$ cat src/rtl/ww_console_pkg.sv
`default_nettype none
// ============================================================================
//  Module      : ww_console_pkg
//  Description : Shared encodings, state enum and default widths for the
//                Whirlwind console sequencer.
//  Revision    : 1.0  initial release
// ============================================================================
package ww_console_pkg;

  // Default widths and sizes
  localparam int WORD_W_DEF = 16;
  localparam int ADDR_W_DEF = 11;
  localparam int TS_N_DEF   = 32;
  localparam int FF_N_DEF   = 5;
  localparam int TMO_W_DEF  = 24;

  // Host command / switch-bank kind encodings
  localparam logic [1:0] K_PC = 2'd0;
  localparam logic [1:0] K_TS = 2'd1;
  localparam logic [1:0] K_FF = 2'd2;
  localparam logic [1:0] K_GO = 2'd3;

  typedef enum logic [2:0] {
    S_IDLE   = 3'd0,
    S_LOAD   = 3'd1,
    S_SWRST  = 3'd2,
    S_SETTLE = 3'd3,
    S_OSC    = 3'd4,
    S_STRST  = 3'd5,
    S_RUN    = 3'd6,
    S_DONE   = 3'd7
  } state_t;

  // Largest of three pulse lengths, used to size the shared timer
  function automatic int max3(input int a, input int b, input int c);
    int m;
    m = a;
    if (b > m) m = b;
    if (c > m) m = c;
    return m;
  endfunction

  // A switch write lands only when its index exists in the selected bank
  function automatic logic idx_ok(input logic [1:0] kind, input int idx,
                                  input int ts_n, input int ff_n);
    logic ok;
    case (kind)
      K_PC:    ok = 1'b1;
      K_TS:    ok = (idx < ts_n);
      K_FF:    ok = (idx < ff_n);
      default: ok = 1'b0;
    endcase
    return ok;
  endfunction

endpackage
`default_nettype wire

$ cat src/rtl/ww_pulse_timer.sv
`default_nettype none
// ============================================================================
//  Module      : ww_pulse_timer
//  Description : Loadable down-counter with zero flag. Loading N-1 makes the
//                zero flag appear on the Nth cycle after the load edge.
//  Revision    : 1.0  initial release
// ============================================================================
module ww_pulse_timer #(
  parameter int CNT_W = 4
) (
  input  logic             clk,
  input  logic             reset,
  input  logic             i_load,
  input  logic [CNT_W-1:0] i_load_val,
  output logic             o_zero
);

  logic [CNT_W-1:0] r_cnt;

  // Count down to zero and hold there until reloaded
  always_ff @(posedge clk or negedge reset) begin
    if (!reset) begin
      r_cnt <= '0;
    end else if (i_load) begin
      r_cnt <= i_load_val;
    end else if (r_cnt != '0) begin
      r_cnt <= r_cnt - CNT_W'(1);
    end
  end

  assign o_zero = (r_cnt == '0);

endmodule
`default_nettype wire

$ cat src/rtl/ww_console_seq.sv
`default_nettype none
// ============================================================================
//  Module      : ww_console_seq
//  Description : Console sequencer for the Whirlwind core. Loads PC/TS/FF
//                switches one command at a time and, on GO, runs the panel
//                start sequence (sw_reset, settle, oscillator on,
//                storage_reset), then runs until halt or timeout.
//  Revision    : 1.0  initial release
// ============================================================================
module ww_console_seq
  import ww_console_pkg::*;
#(
  parameter int WORD_W   = WORD_W_DEF,
  parameter int ADDR_W   = ADDR_W_DEF,
  parameter int TS_N     = TS_N_DEF,
  parameter int FF_N     = FF_N_DEF,
  parameter int RST_CYC  = 5,
  parameter int SETL_CYC = 5,
  parameter int STOR_CYC = 10,
  parameter int TMO_W    = TMO_W_DEF
) (
  input  logic              clk,
  input  logic              reset,
  input  logic              cmd_valid,
  output logic              cmd_ready,
  input  logic [1:0]        cmd_kind,
  input  logic [ADDR_W-1:0] cmd_addr,
  input  logic [WORD_W-1:0] cmd_data,
  output logic              sw_we,
  output logic [1:0]        sw_kind,
  output logic [ADDR_W-1:0] sw_idx,
  output logic [WORD_W-1:0] sw_data,
  output logic              sw_reset,
  output logic              sw_enable_osc,
  output logic              storage_reset,
  input  logic              halt,
  output logic              done,
  output logic              timed_out,
  output logic [TMO_W-1:0]  run_cycles
);

  localparam int TMR_MAX = max3(RST_CYC, SETL_CYC, STOR_CYC);
  localparam int TMR_W   = $clog2(TMR_MAX + 1);

  state_t             r_state;
  logic               r_cmd_ready;
  logic               r_sw_we;
  logic [1:0]         r_sw_kind;
  logic [ADDR_W-1:0]  r_sw_idx;
  logic [WORD_W-1:0]  r_sw_data;
  logic               r_sw_reset;
  logic               r_osc;
  logic               r_stor_reset;
  logic               r_done;
  logic               r_timed_out;
  logic [TMO_W-1:0]   r_run_cycles;
  logic [TMO_W-1:0]   r_tmo;

  logic               w_tmr_load;
  logic [TMR_W-1:0]   w_tmr_val;
  logic               w_tmr_zero;
  logic [TMO_W-1:0]   w_cnt_nxt;

  // One shared timer times every fixed-length phase of the start sequence
  ww_pulse_timer #(
    .CNT_W (TMR_W)
  ) u_timer (
    .clk        (clk),
    .reset      (reset),
    .i_load     (w_tmr_load),
    .i_load_val (w_tmr_val),
    .o_zero     (w_tmr_zero)
  );

  // Reload the timer on entry to SWRST, SETTLE and STRST
  always_comb begin
    w_tmr_load = 1'b0;
    w_tmr_val  = '0;
    case (r_state)
      S_IDLE: begin
        if (cmd_valid && (cmd_kind == K_GO)) begin
          w_tmr_load = 1'b1;
          w_tmr_val  = TMR_W'(RST_CYC - 1);
        end
      end
      S_SWRST: begin
        if (w_tmr_zero) begin
          w_tmr_load = 1'b1;
          w_tmr_val  = TMR_W'(SETL_CYC - 1);
        end
      end
      S_OSC: begin
        w_tmr_load = 1'b1;
        w_tmr_val  = TMR_W'(STOR_CYC - 1);
      end
      default: ;
    endcase
  end

  // Run counter saturates rather than wrapping
  assign w_cnt_nxt = (&r_run_cycles) ? r_run_cycles : (r_run_cycles + TMO_W'(1));

  // Sequencer FSM with all panel outputs registered
  always_ff @(posedge clk or negedge reset) begin
    if (!reset) begin
      r_state      <= S_IDLE;
      r_cmd_ready  <= 1'b1;
      r_sw_we      <= 1'b0;
      r_sw_kind    <= '0;
      r_sw_idx     <= '0;
      r_sw_data    <= '0;
      r_sw_reset   <= 1'b0;
      r_osc        <= 1'b0;
      r_stor_reset <= 1'b0;
      r_done       <= 1'b0;
      r_timed_out  <= 1'b0;
      r_run_cycles <= '0;
      r_tmo        <= '0;
    end else begin
      r_sw_we <= 1'b0;
      r_done  <= 1'b0;
      case (r_state)
        S_IDLE: begin
          // cmd_ready is high throughout IDLE, so valid alone means accept
          if (cmd_valid) begin
            r_cmd_ready <= 1'b0;
            if (cmd_kind == K_GO) begin
              r_tmo        <= TMO_W'(cmd_data);
              r_timed_out  <= 1'b0;
              r_run_cycles <= '0;
              r_sw_reset   <= 1'b1;
              r_state      <= S_SWRST;
            end else begin
              r_sw_we   <= idx_ok(cmd_kind, int'(cmd_addr), TS_N, FF_N);
              r_sw_kind <= cmd_kind;
              r_sw_idx  <= (cmd_kind == K_PC) ? '0 : cmd_addr;
              r_sw_data <= cmd_data;
              r_state   <= S_LOAD;
            end
          end
        end
        S_LOAD: begin
          r_cmd_ready <= 1'b1;
          r_state     <= S_IDLE;
        end
        S_SWRST: begin
          if (w_tmr_zero) begin
            r_sw_reset <= 1'b0;
            r_state    <= S_SETTLE;
          end
        end
        S_SETTLE: begin
          if (w_tmr_zero) begin
            r_osc   <= 1'b1;
            r_state <= S_OSC;
          end
        end
        S_OSC: begin
          r_stor_reset <= 1'b1;
          r_state      <= S_STRST;
        end
        S_STRST: begin
          if (w_tmr_zero) begin
            r_stor_reset <= 1'b0;
            r_state      <= S_RUN;
          end
        end
        S_RUN: begin
          r_run_cycles <= w_cnt_nxt;
          // halt takes priority over a coincident timeout
          if (halt) begin
            r_timed_out <= 1'b0;
            r_done      <= 1'b1;
            r_osc       <= 1'b0;
            r_state     <= S_DONE;
          end else if ((r_tmo != '0) && (w_cnt_nxt == r_tmo)) begin
            r_timed_out <= 1'b1;
            r_done      <= 1'b1;
            r_osc       <= 1'b0;
            r_state     <= S_DONE;
          end
        end
        S_DONE: begin
          r_cmd_ready <= 1'b1;
          r_state     <= S_IDLE;
        end
        default: begin
          r_state <= S_IDLE;
        end
      endcase
    end
  end

  assign cmd_ready     = r_cmd_ready;
  assign sw_we         = r_sw_we;
  assign sw_kind       = r_sw_kind;
  assign sw_idx        = r_sw_idx;
  assign sw_data       = r_sw_data;
  assign sw_reset      = r_sw_reset;
  assign sw_enable_osc = r_osc;
  assign storage_reset = r_stor_reset;
  assign done          = r_done;
  assign timed_out     = r_timed_out;
  assign run_cycles    = r_run_cycles;

endmodule
`default_nettype wire
$ cat config.mk
export PLATFORM = sky130hd
export DESIGN_NAME = ww_console_seq
export DESIGN_NICKNAME = d
export VERILOG_FILES = /design/src/rtl/ww_console_pkg.sv /design/src/rtl/ww_pulse_timer.sv /design/src/rtl/ww_console_seq.sv
export SDC_FILE = /design/constraint.sdc
export NUM_CORES = 1
export LEC_CHECK = 0
export CORE_UTILIZATION = 29
export DETAILED_ROUTE_END_ITERATION = 7
export PLACE_DENSITY = 0.58
export SYNTH_ARGS = -nofsm -noshare
export SYNTH_HDL_FRONTEND = slang
export SYNTH_SLANG_ARGS = --single-unit
$ cat constraint.sdc
create_clock -name clk -period 5.1 [get_ports clk]
set_input_delay 0.51 -clock clk [delete_from_list [all_inputs] [get_ports clk]]
set_output_delay 0.51 -clock clk [all_outputs]
set_load 0.005 [all_outputs]
# Yosys cells after proc, flatten, opt, wreduce, memory -nomap -nowiden
# Index checks and enable logic that the tools add are counted.
[classes]
n_lt_le_gt_ge = 2
shifts = 0
bitwise = 1
n_mul = 0
n_addsub = 2
muxes = 44
div = 0
eq_ne = 17
n_reduce_logical = 24
[ops]
columns = ["op", "n"]
rows = [
  ["$mux W24", 3],
  ["$pmux W24 S2", 1],
  ["$add A24 B1 Y24 const B", 1],
  ["$eq A24 B16 Y1", 1],
  ["$mux W3", 8],
  ["$reduce_and A24 Y1", 1],
  ["$reduce_bool A24 Y1", 1],
  ["$pmux W3 S7", 1],
  ["$mux W1", 19],
  ["$eq A3 B3 Y1 const B", 4],
  ["$pmux W4 S3", 1],
  ["$reduce_and A3 Y1", 4],
  ["$reduce_bool A2 Y1", 6],
  ["$lt A11 B3 Y1 const B", 1],
  ["$lt A11 B6 Y1 const B", 1],
  ["$mux W11", 1],
  ["$pmux W1 S2", 5],
  ["$mux W4", 2],
  ["$reduce_and A4 Y1", 2],
  ["$eq A3 B2 Y1 const B", 2],
  ["$ne A2 B1 Y1 const B", 3],
  ["$pmux W1 S3", 2],
  ["$reduce_and A5 Y1", 1],
  ["$eq A2 B2 Y1 const B", 2],
  ["14 further kinds", 17],
]
[word_totals]
inputBits = 33
elab_cells = 104
mem_bits_rw = 0
romBits = 0
out_inout_bits = 60
latchBits = 0
mem_count = 0
ff_bits = 83

# Longest topological paths before layout
[depth]
word_depth = 7
ltp_mapped = 10
mapped_depth_nobuf = 9

# Modules after synthesis
# Synthesis repeated with hierarchy kept, for this count alone.
[hier_totals]
hier_cells = 483
hier_area_um2 = 4554.4
[modules_own_cells]
columns = ["mod", "seq_area_each_um2", "instances", "area_each_um2", "cells_per_inst"]
rows = [
  ["ww_console_seq", 1978.1, 1, 4320.4, 461],
  ["ww_pulse_timer", 100.1, 1, 234.0, 22],
]

# Worst setup path before layout
# No wires, ideal clock.
[synth_timing]
path_type = "reg2reg"
startpoint = "reg r_run_cycles[0], in the netlist run_cycles[0]"
endpoint = "reg r_done, in the netlist done"
n_path_buf = 0
required_time_ns = 5.022
setup_ns = 0.078
arrival_time_ns = 2.379
path_stages_with_launch = 10
slack_ns = 2.642
period_less_slack_ns = 2.458
cell_sequence = "dfrtp_1 > ha_1 > nand3_1 > nor4_4 > a21oi_2 > a2111oi_1 > a211oi_2 > nor4_4 > nand4_1 > a21oi_1"
[synth_between]
elab_chain_len = 7
word_cells_on_any_way = 8
cone_classes = "add/sub (1); eq/ne (1); mux (4); reduce/logical (2)"
[synth_lines]
columns = ["item", "line", "source"]
rows = [
  ["from (decl)", "ww_console_seq.sv:56", "logic [TMO_W-1:0] r_run_cycles;"],
  ["from (signal assigned)", "ww_console_seq.sv:169", "r_run_cycles <= w_cnt_nxt;"],
  ["$add A24 B1 Y24 or $reduce_and A24 Y1 (tied branches)", "ww_console_seq.sv:101", "assign w_cnt_nxt = (&r_run_cycles) ? r_run_cycles : (r_run_cycles + TMO_W'(1));"],
  ["$mux W24 *", "ww_console_seq.sv:101", ""],
  ["$eq A24 B16 Y1 *", "ww_console_seq.sv:176", "end else if ((r_tmo != '0) && (w_cnt_nxt == r_tmo)) begin"],
  ["$logic_and A1 B1 Y1 *", "ww_console_seq.sv:176", ""],
  ["$mux W1 *", "ww_console_seq.sv:176", ""],
  ["$mux W1 *", "ww_console_seq.sv:171", "if (halt) begin"],
  ["$mux W1 *", "ww_console_seq.sv:122", "case (r_state)"],
  ["to (signal assigned)", "ww_console_seq.sv:121", "r_done <= 1'b0;"],
  ["to (signal assigned)", "ww_console_seq.sv:173", "r_done <= 1'b1;"],
  ["to (signal assigned)", "ww_console_seq.sv:178", "r_done <= 1'b1;"],
  ["to (decl)", "ww_console_seq.sv:54", "logic r_done;"],
]
# Every way passes the cells marked *; elsewhere a longest branch is shown, timed or not.
# A chain may end at the register's enable or synchronous reset.

# Worst setup path in the final report
# Same ends and word-level chain as after synthesis.

==> flow_metrics.py <==
metrics = {
    "detailed_routing": {
        "avgRoutedWirePerCell_um": 16.4,
        "via_per_inst": 5.16,
        "ant_nets": 0,
        "drcViolationCount": 0,
        "totalWireLength_um": 12900,
        "num_vias": 4068,
        "drt_iter0_drc": 238,
        "first_pass_iters": 5,
    },
    "job": {
        "cap_viol_max_count": 0,
    },
    "cts": {
        "clkSlewWorstSetupHoldPaths_ps": 70,
        "ctsHoldBuffers": 0,
        "clkLatencyLatePin_ps": 350,
        "cts_tree": "done",
        "clockBufferDepth": 2,
        "clock-sinks": 83,
        "cts_resized": 0,
        "cts_max_level": 3,
        "post_cts_buffers": 0,
        "cts_buffers": 9,
        "clockRootBuffer": "clkbuf_16",
    },
    "final_layout": {
        "finalNonFillerCells": 788,
        "nets": 607,
        "multiInputGateArea_um2": 2390,
        "syn_to_final_growth_pct": 29.6,
        "antenna_cells": 0,
        "final_layout_size_suffix_gt1_share_pct": 12.8,
        "seq_area_um2": 2080,
        "fillers": 1536,
    },
    "yosys": {
        "synthArstFlopShare_pct": 100,
        "synth_seq_cells": 83,
        "synth_edf_count": 0,
        "syn_area_um2": 4650,
        "synthesis.nets": 530,
        "yosysUniqueCellTypes": 62,
        "synthFlopType": "dfrtp_1",
        "yosys.area.top_type": "dfrtp_1",
        "postSynthAreaPerCell_um2": 9.40,
        "yosysMostFrequentCell": "dfrtp_1",
        "ys_top_cells_by_area": "dfrtp_1 44%, mux2_2 8.0%, nand2_1 5.5%, o21ai_0 4.4%, xnor2_1 3.0%",
        "synth_cells": 495,
        "ys_seq_area_share_pct": 44.7,
        "synth_top_area_share_pct": 44.1,
        "netlist_top_cells_count": "82 x dfrtp_1, 68 x nand2_1, 41 x o21ai_0",
        "yosysWarnings": 0,
    },
    "worst_setup_path": {
        "crit_path_frequent_cell": "nor4_1",
        "crit_buf_inv": 0,
        "cp.required_ps": 5340,
        "r2r_end": "done",
        "crit_type": "reg -> reg",
        "reg2reg_depth": 9,
        "start_kind": "register",
        "endpoint_kind": "register",
        "slowest_stage": "nor4_1",
        "rr_startpoint": "run_cycles[0]",
        "arrival_ps": 3290,
        "cpPeakStageDelay_ps": 570,
        "critPathMaxFanout": 8,
        "cp_cell_sequence": "ha_1, and3_1, nand4_2, nor4_1, xnor2_1, o211ai_1, nor4_1, nand4_1, a21oi_1",
        "cpLargestDelayFamily": "simple AND/OR/NAND/NOR gates",
        "reg2reg_slack_ps": 2050,
    },
    "grt": {
        "grt_pass1_wl_um": 20700,
        "grt_max_degree": 62,
        "overflow": 0,
        "grt_usage_pct": 16.3,
        "grt_antenna_before_repair": 0,
        "grt_pass1_vias": 3949,
    },
    "pwr": {
        "switchingPower_mw": 1.26,
        "powerDensity_nw_per_um2": 560,
        "p_leak_nw": 2.33,
        "sw_frac_of_total_pct": 37.4,
        "peakVddDrop_mv": 0.264,
        "p_comb_share_pct": 41.1,
        "p_seq_share_pct": 39.3,
        "clkPwrFrac_pct": 19.7,
        "p_int_mw": 2.11,
    },
    "die": {
        "rows": 45,
        "fp.dieH_um": 129,
        "io_pins": 93,
        "start_util_pct": 30.2,
        "dieArea_um2": 16600,
        "core_area_um2": 15400,
        "die_w_um": 129,
    },
    "placement": {
        "place.detailed.hpwl_um": 9550,
        "io_buffers": 92,
        "routabilityCongestion": 0.925,
        "dp_cells": 772,
    },
    "sta": {
        "hold_slack_ps": 47.9,
        "drv_slew": 0,
        "fmax_mhz": 328,
        "fin_crit_sh_pct": 59.8,
        "rsz0062_at_grt": "false",
        "worst_pin_slew_ps": 994,
        "relSlewSlack_pct": 33.7,
        "hold_viol": 0,
        "fin_worst_skew_ps": 13.3,
        "fin_tns_setup_ps": 0,
        "post-route-min-period_ps": 3050,
        "setup_violations": 0,
    },
    "min_path": {
        "hold_path_class": "in -> async",
    },
    "outcome": {
        "outcome": "completed",
    },
}
[power by group through the flow]
| stage | clock, mW | sequential, mW | combinational [mW] |
|---|---|---|---|
| CTS | 0.689 | 1.32 | 1.40 |
| finish | 0.664 | 1.32 | 1.39 |
| floorplan | 0 | 1.17 | 0.877 |
| global placement | 0 | 1.32 | 1.38 |
| detailed placement | 0 | 1.33 | 1.39 |
| global route | 0.711 | 1.38 | 1.52 |
[per-stage QoR]
stage | area [um2] | utilization, % | power (mW) | setup slack [ps]
6_report | 6030 | 39.1 | 3.37 | 2050
3_3_place_gp | 5730 | 37.1 | 2.69 | 2130
2_1_floorplan | 4650 | - | 2.05 | 2640
5_1_grt | 6030 | 39.1 | 3.62 | 1740
3_5_place_dp | 5730 | 37.1 | 2.72 | 2110
4_1_cts | 6030 | 39.1 | 3.41 | 2080
[layout by cell type (no fill, tap or decap), drive strengths merged, types with 15 or more instances in the layout]
master	count
inv	15
nand4	15
nand2	68
xnor2	16
clkdlybuf4s50	91
o21ai	43
mux2	33
a21oi	27
nor4	16
nor2	37
dfrtp	82
[final cells by class]
cell class / count / area share, %
Multi-Input combinational cell: 369 / 39.6
Timing Repair Buffer: 96 / 15.7
Inverter: 13 / 0.810
Sequential cell: 83 / 34.5
Tap cell: 211 / 4.38
Clock inverter: 7 / 1.25
Clock buffer: 9 / 3.74
[worst max path at each step]
| stage | start | endpoint | slack, ps | depth (start not counted) |
|---|---|---|---|---|
| CTS | run_cycles[0] | done | 2080 | 9 |
| finish | run_cycles[0] | done | 2050 | 9 |
| detailed placement | run_cycles[0] | done | 2110 | 9 |
| floorplan | run_cycles[0] | done | 2640 | 9 |
| global placement | run_cycles[8] | done | 2130 | 8 |
| global route | run_cycles[0] | done | 1740 | 9 |
[metal layers]
metal | vias up | global-route usage [%] | part of all wire, %
li1 | 1945 | - | -
met1 | 1939 | 21.6 | 45
met2 | 158 | 24.9 | 44
met3 | 26 | 4.53 | 7.7
met4 | 0 | 6.78 | 2.9
met5 | - | 0 | 0
[flip-flops by register name (all words and copies together) (netlist names)]
register and flops:
done 1, u_timer.r_cnt 4, sw_idx 11, sw_kind 2, sw_data 16, run_cycles 24, sw_enable_osc 1, r_state 3
sw_we 1, r_tmo 16, sw_reset 1, cmd_ready 1, timed_out 1, storage_reset 1
[cells by family (layout without fill, tap and decap cells)]
| group | after synthesis | in the layout | share of synthesized area, % |
|---|---|---|---|
| mux | 34 | 34 | 8.20 |
| xor+xnor | 24 | 24 | 4.52 |
| simple gates | 192 | 192 | 21.7 |
| compound gates | 117 | 117 | 16.3 |
| buf+inv | 43 | 125 | 4.06 |
| fa+ha+maj | 2 | 2 | 0.538 |
| flops | 83 | 83 | 44.7 |
No activity file was read; power rests on OpenSTA's default activity.
==> RTL edit (config.mk and constraints unchanged) <==
Reset style: synchronous (`reset`), changed in 2 clocked blocks.
--- a/src/rtl/ww_pulse_timer.sv
+++ b/src/rtl/ww_pulse_timer.sv
@@ -19,5 +19,5 @@
 
   // Count down to zero and hold there until reloaded
-  always_ff @(posedge clk or negedge reset) begin
+  always_ff @(posedge clk) begin
     if (!reset) begin
       r_cnt <= '0;
--- a/src/rtl/ww_console_seq.sv
+++ b/src/rtl/ww_console_seq.sv
@@ -102,5 +102,5 @@
 
   // Sequencer FSM with all panel outputs registered
-  always_ff @(posedge clk or negedge reset) begin
+  always_ff @(posedge clk) begin
     if (!reset) begin
       r_state      <= S_IDLE;
Check against the original RTL: differs if reset is asserted again (counterexample within 4 cycles, from zero or initial values and one cycle with reset low); with reset held inactive, the same outputs for 10 cycles.
==> RTL edit against the original RTL <==
- wire length is 2.1% higher
- worst setup slack worse by 0.92 ns
- via count grew 9.6%
- cell area shrank 6.0%
- critical path depth did not move
- critical path type unchanged
- die area shrank 6.6%
- highest routed layer unchanged
- critical endpoint is now sw_enable_osc$_SDFFE_PN0P_
- sequential cell count is the same
- synthesized area decreased by 6.8%
Power is not compared: it rests on default switching activity, and its combinational part moved more than twofold at a synthesized area within 25%.
==> RTL edit: results (changes against the original RTL) <==
vias in the first global route=4235 (+7.2%); Clock Path Buffers=2 (unchanged); # resized after CTS=0 (unchanged); syn nets=607 (+15%); Initial DRC Count=385 (+62%); Cell variety after synth=58 (-6.5%); type of the most critical hold path=register to register; highest-delay cell along the critical path=nor3_2; clk slew on worst S/H paths=about 0.060 ns; area post-placement=5370 um^2 (-6.2%); vias per cell=5.36 (+3.8%); hold_ws=0.459 ns (+0.412 ns); pin count of the biggest net entering global routing=44 (-29%); Final Power=1.65 mW; Worst Path Max Fanout=14 (+6); Rel. slew slack=0.202 (-0.135); register-to-register path setup slack=1.13 ns (-0.92 ns); register area share after synthesis=0.383 (-0.0637); outcome=completed; IO buf count=92 (unchanged); RR Startpoint=run_cycles[0]$_SDFFE_PN0P_; Total Routing Usage GR=0.174 (+0.0116); first-pass GRT wire length=21700 um (+4.7%); nets@finish=678 (+12%); routability cong.=0.903 (-2.3%); via count=4460 (+9.6%); CP max stage delay=0.85 ns (+0.28 ns); Post-DP HPWL=9440 um (-1.1%); critical path arrival=4.20 ns (+0.91 ns); reg2reg end=sw_enable_osc$_SDFFE_PN0P_; Placement Setup Slack=1.20 ns (-0.913 ns); async set-reset flop share out of synthesis=0 (-1.00); worst clock skew=0.00658 ns (-0.00668 ns); placed cells=816 (+5.7%); DRT Wirelength=13200 um (+2.1%); Period Utilization, post-route=0.778 (+0.180); most instantiated cells after synthesis=nand2_1, dfxtp_1, a21oi_1; Synth area leaders=dfxtp_1, nand2_1, a21oi_1; share of layout cells above drive strength 1=0.0463 (-0.0820)
[RTL edit: cells by family (layout without fill, tap and decap cells)]
| family | Yosys count | after routing | share of synthesized area |
|---|---|---|---|
| XOR/XNOR | 24 | 24 | 0.0485 |
| multiplexers | 5 | 5 | 0.0115 |
| AND/OR/NAND/NOR | 248 | 248 | 0.278 |
| adder cells (fa/ha/maj) | 2 | 2 | 0.00577 |
| buffers and inverters | 45 | 121 | 0.0424 |
| flip-flops | 83 | 83 | 0.383 |
| AO/OA/AOI/OAI | 165 | 165 | 0.230 |
[RTL edit: area by class of cell]
type | count | area [um^2]
fillers | 1513 | 8920
multi-input cells | 444 | 2490
flip-flops and latches | 83 | 1660
repair buffers | 96 | 951
clock buffers | 11 | 253
well taps | 184 | 230
clock inverters | 5 | 42.5
inverters | 9 | 33.8
[RTL edit: per-layer routing]
metal,track usage,share of wire
met5,0,0
met4,0.0808,0.023
met3,0.0387,0.074
met2,0.258,0.44
met1,0.239,0.46
